[src/rtl/dp_pkg.sv]
// Shared opcode encodings, flag bit positions and per-op decode helpers for the
// two-stage register-file/ALU datapath.
package dp_pkg;

  localparam int FLAGS_W = 5;

  localparam logic [3:0] OP_ADD  = 4'd0;
  localparam logic [3:0] OP_ADDC = 4'd1;
  localparam logic [3:0] OP_SUB  = 4'd2;
  localparam logic [3:0] OP_CMP  = 4'd3;
  localparam logic [3:0] OP_AND  = 4'd4;
  localparam logic [3:0] OP_OR   = 4'd5;
  localparam logic [3:0] OP_XOR  = 4'd6;
  localparam logic [3:0] OP_MOV  = 4'd7;
  localparam logic [3:0] OP_LSH  = 4'd8;

  // flags vector is {Z,C,F,L,N}
  localparam int FLAG_Z = 4;
  localparam int FLAG_C = 3;
  localparam int FLAG_F = 2;
  localparam int FLAG_L = 1;
  localparam int FLAG_N = 0;

  function automatic logic [FLAGS_W-1:0] flag_mask(input logic [3:0] op);
    logic [FLAGS_W-1:0] m;
    m = '0;
    case (op)
      OP_ADD, OP_ADDC, OP_SUB: begin
        m[FLAG_Z] = 1'b1;
        m[FLAG_C] = 1'b1;
        m[FLAG_F] = 1'b1;
        m[FLAG_N] = 1'b1;
      end
      OP_CMP: begin
        m[FLAG_Z] = 1'b1;
        m[FLAG_L] = 1'b1;
        m[FLAG_N] = 1'b1;
      end
      OP_AND, OP_OR, OP_XOR, OP_MOV, OP_LSH: begin
        m[FLAG_Z] = 1'b1;
        m[FLAG_N] = 1'b1;
      end
      default: m = '0;
    endcase
    return m;
  endfunction

  function automatic logic op_writes_reg(input logic [3:0] op);
    return (op <= OP_LSH) && (op != OP_CMP);
  endfunction

  function automatic logic op_reads_a(input logic [3:0] op);
    return (op <= OP_LSH) && (op != OP_MOV);
  endfunction

  // register B is read only when the immediate is not substituted
  function automatic logic op_reads_b(input logic [3:0] op);
    return op <= OP_LSH;
  endfunction

endpackage

[src/rtl/dp_alu.sv]
// Combinational ALU for the execute stage: (op, a, b, cin) -> result, new flags
// and the mask of flags this op is allowed to update.
module dp_alu
  import dp_pkg::*;
#(
  parameter int DATA_W = 16
) (
  input  logic [3:0]         i_op,
  input  logic [DATA_W-1:0]  i_a,
  input  logic [DATA_W-1:0]  i_b,
  input  logic               i_cin,
  output logic [DATA_W-1:0]  o_result,
  output logic [FLAGS_W-1:0] o_flags,
  output logic [FLAGS_W-1:0] o_mask
);

  localparam int MSB = DATA_W - 1;
  localparam logic [DATA_W-1:0] SHIFT_LIM = DATA_W'(DATA_W);

  logic [DATA_W:0]   w_sum;
  logic [DATA_W:0]   w_diff;
  logic              w_cin_eff;
  logic              w_add_ovf;
  logic              w_sub_ovf;
  logic              w_shift_neg;
  logic [DATA_W-1:0] w_shift_mag;
  logic [DATA_W-1:0] w_shift_res;

  assign w_cin_eff = (i_op == OP_ADDC) && i_cin;
  assign w_sum     = {1'b0, i_a} + {1'b0, i_b} + {{DATA_W{1'b0}}, w_cin_eff};
  assign w_diff    = {1'b0, i_a} - {1'b0, i_b};
  assign w_add_ovf = (i_a[MSB] == i_b[MSB]) && (w_sum[MSB] != i_a[MSB]);
  assign w_sub_ovf = (i_a[MSB] != i_b[MSB]) && (w_diff[MSB] != i_a[MSB]);

  // B is a signed shift count: positive shifts left, negative shifts right logically
  assign w_shift_neg = i_b[MSB];
  assign w_shift_mag = w_shift_neg ? -i_b : i_b;

  always_comb begin
    w_shift_res = '0;
    if (w_shift_mag >= SHIFT_LIM) begin
      w_shift_res = '0;
    end else if (w_shift_neg) begin
      w_shift_res = i_a >> w_shift_mag;
    end else begin
      w_shift_res = i_a << w_shift_mag;
    end
  end

  always_comb begin
    o_result = '0;
    o_flags  = '0;
    case (i_op)
      OP_ADD, OP_ADDC: begin
        o_result        = w_sum[DATA_W-1:0];
        o_flags[FLAG_C] = w_sum[DATA_W];
        o_flags[FLAG_F] = w_add_ovf;
      end
      OP_SUB: begin
        o_result        = w_diff[DATA_W-1:0];
        o_flags[FLAG_C] = w_diff[DATA_W];
        o_flags[FLAG_F] = w_sub_ovf;
      end
      // CMP reports the difference on res_data but never writes it back
      OP_CMP: begin
        o_result        = w_diff[DATA_W-1:0];
        o_flags[FLAG_L] = w_diff[DATA_W];
      end
      OP_AND: o_result = i_a & i_b;
      OP_OR:  o_result = i_a | i_b;
      OP_XOR: o_result = i_a ^ i_b;
      OP_MOV: o_result = i_b;
      OP_LSH: o_result = w_shift_res;
      default: o_result = '0;
    endcase
    if (i_op == OP_CMP) begin
      o_flags[FLAG_Z] = (i_a == i_b);
      o_flags[FLAG_N] = ($signed(i_a) < $signed(i_b));
    end else begin
      o_flags[FLAG_Z] = (o_result == '0);
      o_flags[FLAG_N] = o_result[MSB];
    end
  end

  assign o_mask = flag_mask(i_op);

endmodule

[src/rtl/pipelined_datapath.sv]
// Two-stage register-file/ALU datapath: read/issue, then execute/writeback.
// Define DP_FWD_EN to bypass the EX result and carry instead of stalling on hazards.
module pipelined_datapath
  import dp_pkg::*;
#(
  parameter int  DATA_W = 16,
  parameter int  NREGS  = 16,
  localparam int REG_AW = $clog2(NREGS)
) (
  input  logic               clk,
  input  logic               reset,
  input  logic               in_valid,
  output logic               in_ready,
  input  logic [3:0]         in_op,
  input  logic [REG_AW-1:0]  in_dst,
  input  logic [REG_AW-1:0]  in_srca,
  input  logic [REG_AW-1:0]  in_srcb,
  input  logic               in_use_imm,
  input  logic [DATA_W-1:0]  in_imm,
  output logic               res_valid,
  output logic [DATA_W-1:0]  res_data,
  output logic [REG_AW-1:0]  res_dst,
  output logic [FLAGS_W-1:0] flags,
  input  logic [REG_AW-1:0]  dbg_sel,
  output logic [DATA_W-1:0]  dbg_data
);

  logic [DATA_W-1:0]  r_regs [NREGS];
  logic [FLAGS_W-1:0] r_flags;

  logic               r_ex_valid;
  logic [3:0]         r_ex_op;
  logic [REG_AW-1:0]  r_ex_dst;
  logic [DATA_W-1:0]  r_ex_a;
  logic [DATA_W-1:0]  r_ex_b;
  logic               r_ex_cin;

  logic               r_res_valid;
  logic [DATA_W-1:0]  r_res_data;
  logic [REG_AW-1:0]  r_res_dst;

  logic [DATA_W-1:0]  w_alu_result;
  logic [FLAGS_W-1:0] w_alu_flags;
  logic [FLAGS_W-1:0] w_alu_mask;

  logic               w_ex_wr;
  logic               w_ex_updc;
  logic               w_hit_a;
  logic               w_hit_b;
  logic               w_hit_c;
  logic [DATA_W-1:0]  w_reg_a;
  logic [DATA_W-1:0]  w_reg_b;
  logic [DATA_W-1:0]  w_opa;
  logic [DATA_W-1:0]  w_opb;
  logic               w_cin;
  logic               w_fire;

  dp_alu #(.DATA_W(DATA_W)) u_alu (
    .i_op     (r_ex_op),
    .i_a      (r_ex_a),
    .i_b      (r_ex_b),
    .i_cin    (r_ex_cin),
    .o_result (w_alu_result),
    .o_flags  (w_alu_flags),
    .o_mask   (w_alu_mask)
  );

  // Hazard: the instruction now in EX produces a register or carry that the
  // incoming instruction consumes at issue.
  assign w_ex_wr   = r_ex_valid && op_writes_reg(r_ex_op);
  assign w_ex_updc = r_ex_valid && w_alu_mask[FLAG_C];
  assign w_hit_a   = w_ex_wr && op_reads_a(in_op) && (r_ex_dst == in_srca);
  assign w_hit_b   = w_ex_wr && op_reads_b(in_op) && !in_use_imm && (r_ex_dst == in_srcb);
  assign w_hit_c   = w_ex_updc && (in_op == OP_ADDC);

  assign w_reg_a = r_regs[in_srca];
  assign w_reg_b = r_regs[in_srcb];

`ifdef DP_FWD_EN
  assign w_opa    = w_hit_a ? w_alu_result : w_reg_a;
  assign w_opb    = in_use_imm ? in_imm : (w_hit_b ? w_alu_result : w_reg_b);
  assign w_cin    = w_hit_c ? w_alu_flags[FLAG_C] : r_flags[FLAG_C];
  assign in_ready = reset;
`else
  // A one-cycle bubble lets the EX result land before the operands are read.
  assign w_opa    = w_reg_a;
  assign w_opb    = in_use_imm ? in_imm : w_reg_b;
  assign w_cin    = r_flags[FLAG_C];
  assign in_ready = reset && !(w_hit_a || w_hit_b || w_hit_c);
`endif

  // Handshake: an instruction transfers on a rising edge where in_valid && in_ready;
  // in_valid/payload must be stable while waiting, and results retire exactly one
  // edge later as a single-cycle res_valid pulse with no backpressure.
  assign w_fire = in_valid && in_ready;

  always_ff @(posedge clk or negedge reset) begin
    if (!reset) begin
      r_ex_valid <= 1'b0;
      r_ex_op    <= '0;
      r_ex_dst   <= '0;
      r_ex_a     <= '0;
      r_ex_b     <= '0;
      r_ex_cin   <= 1'b0;
    end else begin
      r_ex_valid <= w_fire;
      if (w_fire) begin
        r_ex_op  <= in_op;
        r_ex_dst <= in_dst;
        r_ex_a   <= w_opa;
        r_ex_b   <= w_opb;
        r_ex_cin <= w_cin;
      end
    end
  end

  always_ff @(posedge clk or negedge reset) begin
    if (!reset) begin
      for (int i = 0; i < NREGS; i++) begin
        r_regs[i] <= '0;
      end
      r_flags     <= '0;
      r_res_valid <= 1'b0;
      r_res_data  <= '0;
      r_res_dst   <= '0;
    end else begin
      r_res_valid <= r_ex_valid;
      if (r_ex_valid) begin
        if (op_writes_reg(r_ex_op)) begin
          r_regs[r_ex_dst] <= w_alu_result;
        end
        r_flags    <= (r_flags & ~w_alu_mask) | (w_alu_flags & w_alu_mask);
        r_res_data <= w_alu_result;
        r_res_dst  <= r_ex_dst;
      end
    end
  end

  assign res_valid = r_res_valid;
  assign res_data  = r_res_data;
  assign res_dst   = r_res_dst;
  assign flags     = r_flags;
  assign dbg_data  = r_regs[dbg_sel];

endmodule

[config.mk]
export PLATFORM = sky130hd
export DESIGN_NAME = pipelined_datapath
export DESIGN_NICKNAME = d
export VERILOG_FILES = /design/src/rtl/dp_pkg.sv /design/src/rtl/dp_alu.sv /design/src/rtl/pipelined_datapath.sv
export SDC_FILE = /design/constraint.sdc
export NUM_CORES = 1
export LEC_CHECK = 0
export ABC_AREA = 1
export BUFFER_PORTS_ARGS = -buffer_cell sky130_fd_sc_hd__buf_2
export CORE_MARGIN = 1
export CORE_UTILIZATION = 40
export CTS_CLUSTER_DIAMETER = 120
export DETAILED_ROUTE_END_ITERATION = 6
export PLACE_DENSITY = 0.62
export SETUP_SLACK_MARGIN = 0.1
export SLEW_MARGIN = 20
export SYNTH_ARGS = -nofsm -noshare
export SYNTH_HDL_FRONTEND = slang
export SYNTH_SLANG_ARGS = --single-unit
export TNS_END_PERCENT = 20
[constraint.sdc]
create_clock -name clk -period 3.1 [get_ports clk]
set_input_delay 0.31 -clock clk [delete_from_list [all_inputs] [get_ports clk]]
set_output_delay 0.31 -clock clk [all_outputs]
set_load 0.005 [all_outputs]
# Word-level counts from Yosys, hierarchy flattened
# Cells that the tools add are included.
# Widths: inputs -> output; s select.
[word_totals]
register_bits = 324
latchBits = 0
ramBits = 0
mem_bits_ro = 0
input_bits = 40
wordCells = 121
mem_count = 0
[classes]
n_addsub = 4
n_mul = 0
div = 0
order_cmp = 9
n_eq_ne = 18
shifts = 2
mux = 24
n_bitwise = 11
reduce_logical = 27
[ops]
columns = ["op", "n"]
rows = [
  ["$bwmux 256", 1],
  ["$bmux 16 s4", 3],
  ["$mux 16", 11],
  ["$pmux 16 s7", 1],
  ["$demux 16 s4", 1],
  ["$ge 5x5->1 const B", 4],
  ["$not 4->5", 4],
  ["$add 16x16->17", 1],
  ["$add 17x1->17", 1],
  ["$sub 16x16->17", 1],
  ["$and 16x16->16", 1],
  ["$eq 16x16->1", 1],
  ["$eq 4x3->1 const B", 4],
  ["$ge 16x5->1 const B", 1],
  ["$logic_and 1x1->1", 16],
  ["$logic_not 16->1", 1],
  ["$lt 16x16->1", 1],
  ["$neg 16->16", 1],
  ["$or 16x16->16", 1],
  ["$shl 16x16->16", 1],
  ["$shr 16x16->16", 1],
  ["$xor 16x16->16", 1],
  ["$and 5x5->5", 2],
  ["$reduce_or 9->1", 1],
  ["other kinds (21)", 34],
]

# Longest topological paths before layout
[logic_depth]
word_depth = 11
depth_mapped = 29
depth_no_buf = 26

# Hierarchy
# A second synthesis with hierarchy kept.
[hier_totals]
cells_unflattened = 3756
area_unflattened_um2 = 24140.7
[modules_own_cells]
columns = ["mod", "instances", "cells_per_inst", "area_each_um2", "seq_area_each_um2"]
rows = [
  ["pipelined_datapath", 1, 2893, 19662.6, 8107.8],
  ["dp_alu", 1, 863, 4478.0, 0.0],
]

# Worst setup path after synthesis
# No wires, ideal clock.
[synth_path]
kind = "register -> register"
from = "reg r_ex_b[0]"
to = "reg with a tool-made name"
setup_ns = 0.077
arrival_ns = 3.274
t_required_ns = 3.023
setup_slack_ns = -0.252
path_stages_with_launch = 17
n_path_buf = 2
period_less_slack_ns = 3.352
cell_sequence = "dfrtp_1 inv_2 buf_2 buf_1 fa_1 fa_1 nor2_1 nor2_1 nor2_1 nor3_1 a2111oi_0 nand2_2 nor2_1 nand3_1 nor2_1 nand2_1 a21oi_1"
[synth_lines]
columns = ["item", "line", "rtl"]
rows = [
  ["from (decl)", "pipelined_datapath.sv:35", "logic [DATA_W-1:0] r_ex_b;"],
  ["from (signal assigned)", "pipelined_datapath.sv:111", "r_ex_b <= w_opb;"],
]

# Final worst setup path
[layout_path]
from = "reg r_ex_op[0]"
to = "reg r_regs[14] in the netlist's numbering"
[layout_via]
elab_chain_len = 5
elab_cells_between_ends = 19
[layout_lines]
columns = ["item", "line", "rtl"]
rows = [
  ["from (decl)", "pipelined_datapath.sv:32", "logic [3:0] r_ex_op;"],
  ["from (signal assigned)", "pipelined_datapath.sv:108", "r_ex_op <= in_op;"],
  ["$eq 4x1->1", "dp_alu.sv:29, dp_alu.sv:53", ""],
  ["$logic_and 1x1->1", "dp_alu.sv:29", "assign w_cin_eff = (i_op == OP_ADDC) && i_cin;"],
  ["$add 17x1->17", "dp_alu.sv:30", "assign w_sum = {1'b0, i_a} + {1'b0, i_b} + {{DATA_W{1'b0}}, w_cin_eff};"],
  ["$pmux 16 s7", "dp_alu.sv:53", "case (i_op)"],
  ["$bwmux 256", "pipelined_datapath.sv:130", "r_regs[r_ex_dst] <= w_alu_result;"],
  ["to (signal, indexed assignment)", "pipelined_datapath.sv:130", ""],
  ["to (decl)", "pipelined_datapath.sv:28", "logic [DATA_W-1:0] r_regs [NREGS];"],
]
# Several ways; a longest one is shown, not always the timed one.
# A chain may end at the register's enable or synchronous reset.

==> flow_metrics.tcl <==
set metrics [dict create \
    outcome "complete, but fails checks" \
    violations "negative setup slack" \
    startpoint_type "register" \
    p_leak_nw 13.2 \
    firstDrtPassIters 6 \
    cts_buffers 39 \
    setup_ws_ps -198 \
    synth-seq-cells 324 \
    post_dp_cell_area_um2 25900 \
    areaGrowthSynthToFinish_pct 25.5 \
    critPathCaptureType "register" \
    r2r_slack_ps -200 \
    vias_per_cell 5.89 \
    die-area_um2 59300 \
    synth_edf_count 0 \
    clockBufferDepth 3 \
    stdcell_area_um2 29300 \
    period_minus_slack_ps 3300 \
    dieWidth_um 244 \
    track_usage_pct 32.3 \
    synthTopCellsByArea "dfrtp_1 (35%), nand2_1 (13%), o21ai_0 (12%)" \
    power_density_nw_per_um2 672 \
    fmax_mhz 303 \
    wire_per_inst_um 22.7 \
    synth_cell_type_count 56 \
    drive_gt1_share_pct 20.3 \
    cts_tree "done" \
    yosys.area.top_type_share_pct 34.7 \
    postRouteAntennaNets 0 \
    layout_common_cells "nand2_1 (706), o21ai_0 (516), a21oi_1 (414), dfrtp_1 (316), inv_1 (273)" \
    crit_path_top_delay_cell "fa_2" \
    hpwlAfterDp_mm 65.4 \
    ys_async_sr_fraction_pct 100 \
    io_pins 83 \
    r2r-end "r_regs[14]" \
    grt_max_degree 161 \
    vdd_drop_max_mv 0.485 \
    cp_slowest_stage_delay_ps 440 \
    r2r-start "r_ex_op[0]" \
    htreeDepth 2 \
    clock-root-buffer "clkbuf_16" \
    hold_end "r_ex_b[14]" \
    place_congestion 0.985 \
    syn_nets 3600 \
    placementRows 88 \
    setup-violations-final 151 \
    portBuffers 82 \
    nNetsFinal 3749 \
    layout_commonest_cell "nand2_1" \
    clkTransAtPathRegs_ps 60 \
    cp_common_cell "nand2_2" \
    yosysSeqAreaShare_pct 34.7 \
    path_cells "inv_2, nor2_4, nand3_4, fa_2, fa_2, o311ai_4, nand2_2, a31oi_4, nand2_1, nand2_2, o21ai_2, a21oi_2, nor2_2, nand2_2, buf_6, buf_12, nand2_2, o21ai_1" \
    grt_pass1_wl_mm 147 \
    grt_pass1_vias 23671 \
    cap_violations 0 \
    antenna_found_initial 1 \
    clkSinkCount 324 \
    rsz0062_at_grt "true" \
    drc 0 \
    r2r.worst_path.cells 18 \
    grt-ovfl-total 0 \
    via_count 26217 \
    avgSynthCellArea_um2 6.66 \
    hold_depth 3 \
    ys.flop_type "dfrtp_1" \
    coreArea_um2 57700 \
    path_max_fanout 8 \
    min_path_type "input pin to register" \
    worstMarginPinSlew_ps 940 \
    required_ps 3610 \
    fill_cells 5741 \
    yosysTopAreaCell "dfrtp_1" \
    arrival_ps 3800 \
    synthCells 3508 \
    critPathKind "register to register" \
    fin_crit_sh_pct 106 \
    netlist_area_um2 23300 \
    synth_warnings 0 \
    wirelength_mm 101 \
    finalClockSkew_ps 28.2 \
    clk_latency_ps 590 \
    slew_headroom_pct 37.4 \
    start_util_pct 40.5 \
    instances_no_fill 4451 \
    hold_viol_final 0 \
    place_inst 4326 \
    min_from "in_imm[14]" \
    drv_slew 0 \
    drt_first_iter_violations 3021 \
    antenna-diode-count 0 \
    dieHeight_um 244 \
]
-- metrics by stage --
stage	worst slack (ps)	hold WS, ps	util (%)	total power [mW]	setup TNS, ps
floorplan	81.2	14.4	-	10.2	0
CTS	-0.119	13.8	48.0	18.4	-0.119
finish	-198	22.8	50.8	19.7	-9650
detailed placement	-207	463	44.9	13.2	-9260
global placement	-198	461	44.9	13.1	-4740
global route	-297	45.4	50.8	20.7	-45160
-- sequential cells by signal, indices dropped and copies added (netlist names), named ones only --
name	cells
res_data	16
r_ex_a	16
res_dst	4
r_ex_b	16
r_ex_op	4
r_ex_valid	1
r_regs	256
res_valid	1
r_ex_dst	4
r_ex_cin	1
-- how the worst max path moves through the flow --
stage | startpoint | end | slack [ps] | cells past startpoint
after detailed placement | r_ex_op[3] | register | -210 | 17
after floorplan | r_ex_b[0] | register | 80 | 19
after global routing | r_ex_op[0] | register | -300 | 18
after global placement | r_ex_op[3] | register | -200 | 17
after CTS | r_ex_op[3] | register | -0.1 | 17
final | r_ex_op[0] | r_regs[14] | -200 | 18
-- power by group --
| part | internal [mW] | leakage [nW] | total (mW) | switching [mW] |
|---|---|---|---|---|
| logic | 3.24 | 8.14 | 8.48 | 5.24 |
| registers | 5.32 | 4.33 | 6.16 | 0.844 |
| clock network | 2.99 | 0.680 | 5.05 | 2.05 |
-- layer usage --
layer  up-vias  global-route usage [%]  routed length (µm)
met3       312                    5.51                9280
met1     12212                    43.2               40800
met5         -                       0                  13
li1      12229                       -                   -
met4         2                    16.9                6030
met2      1462                    49.9               44900
-- kinds of logic after synthesis --
family | after synthesis | share of synthesized area (%)
and+or+nand+nor | 1340 | 24.6
AOI/OAI and AO/OA | 1218 | 27.9
muxes | 1 | 0.0429
buffers and inverters | 563 | 9.54
xor gates and xnor gates | 10 | 0.375
adders and majority gates | 52 | 2.88
DFF | 324 | 34.7
-- synthesized netlist by cell type (all sizes together) (6+ instances only) --
master / number
a221oi: 6
inv: 282
dfrtp: 324
a21oi: 431
buf: 60
o221ai: 29
nand4: 24
nand3: 334
clkbuf: 209
o211ai: 56
nor3: 14
xor2: 9
ha: 49
nor2: 129
clkinv: 12
a31oi: 17
o21ai: 635
o22ai: 19
nand2: 830
-- cell type report --
class,count,area (µm²),area share (%)
Clock buffer,53,1130,3.86
Clock inverter,17,240,0.820
Inverter,294,1110,3.78
Multi-Input combinational cell,2621,14300,48.9
Sequential cell,324,8120,27.7
Tap cell,765,957,3.27
Timing Repair Buffer,377,3420,11.7
-- worst max-delay path: cells and delay by family (launching register included) --
kind                       cells  cell delay, ps
buffers and inverters          3             360
AOI/OAI and AO/OA              5             850
DFF                            1             370
adders and majority gates      2             850
and+or+nand+nor                8             780
-- timing repair --
action	CTS	global route
gates cloned	0	12
hold buffers	6	0
buffers inserted	6	31
pin swaps	16	80
endpoints found under the hold margin	169	0
gates resized for setup	78	309
endpoints found under the setup margin	265	282
No activity file was read; power rests on OpenSTA's default activity.
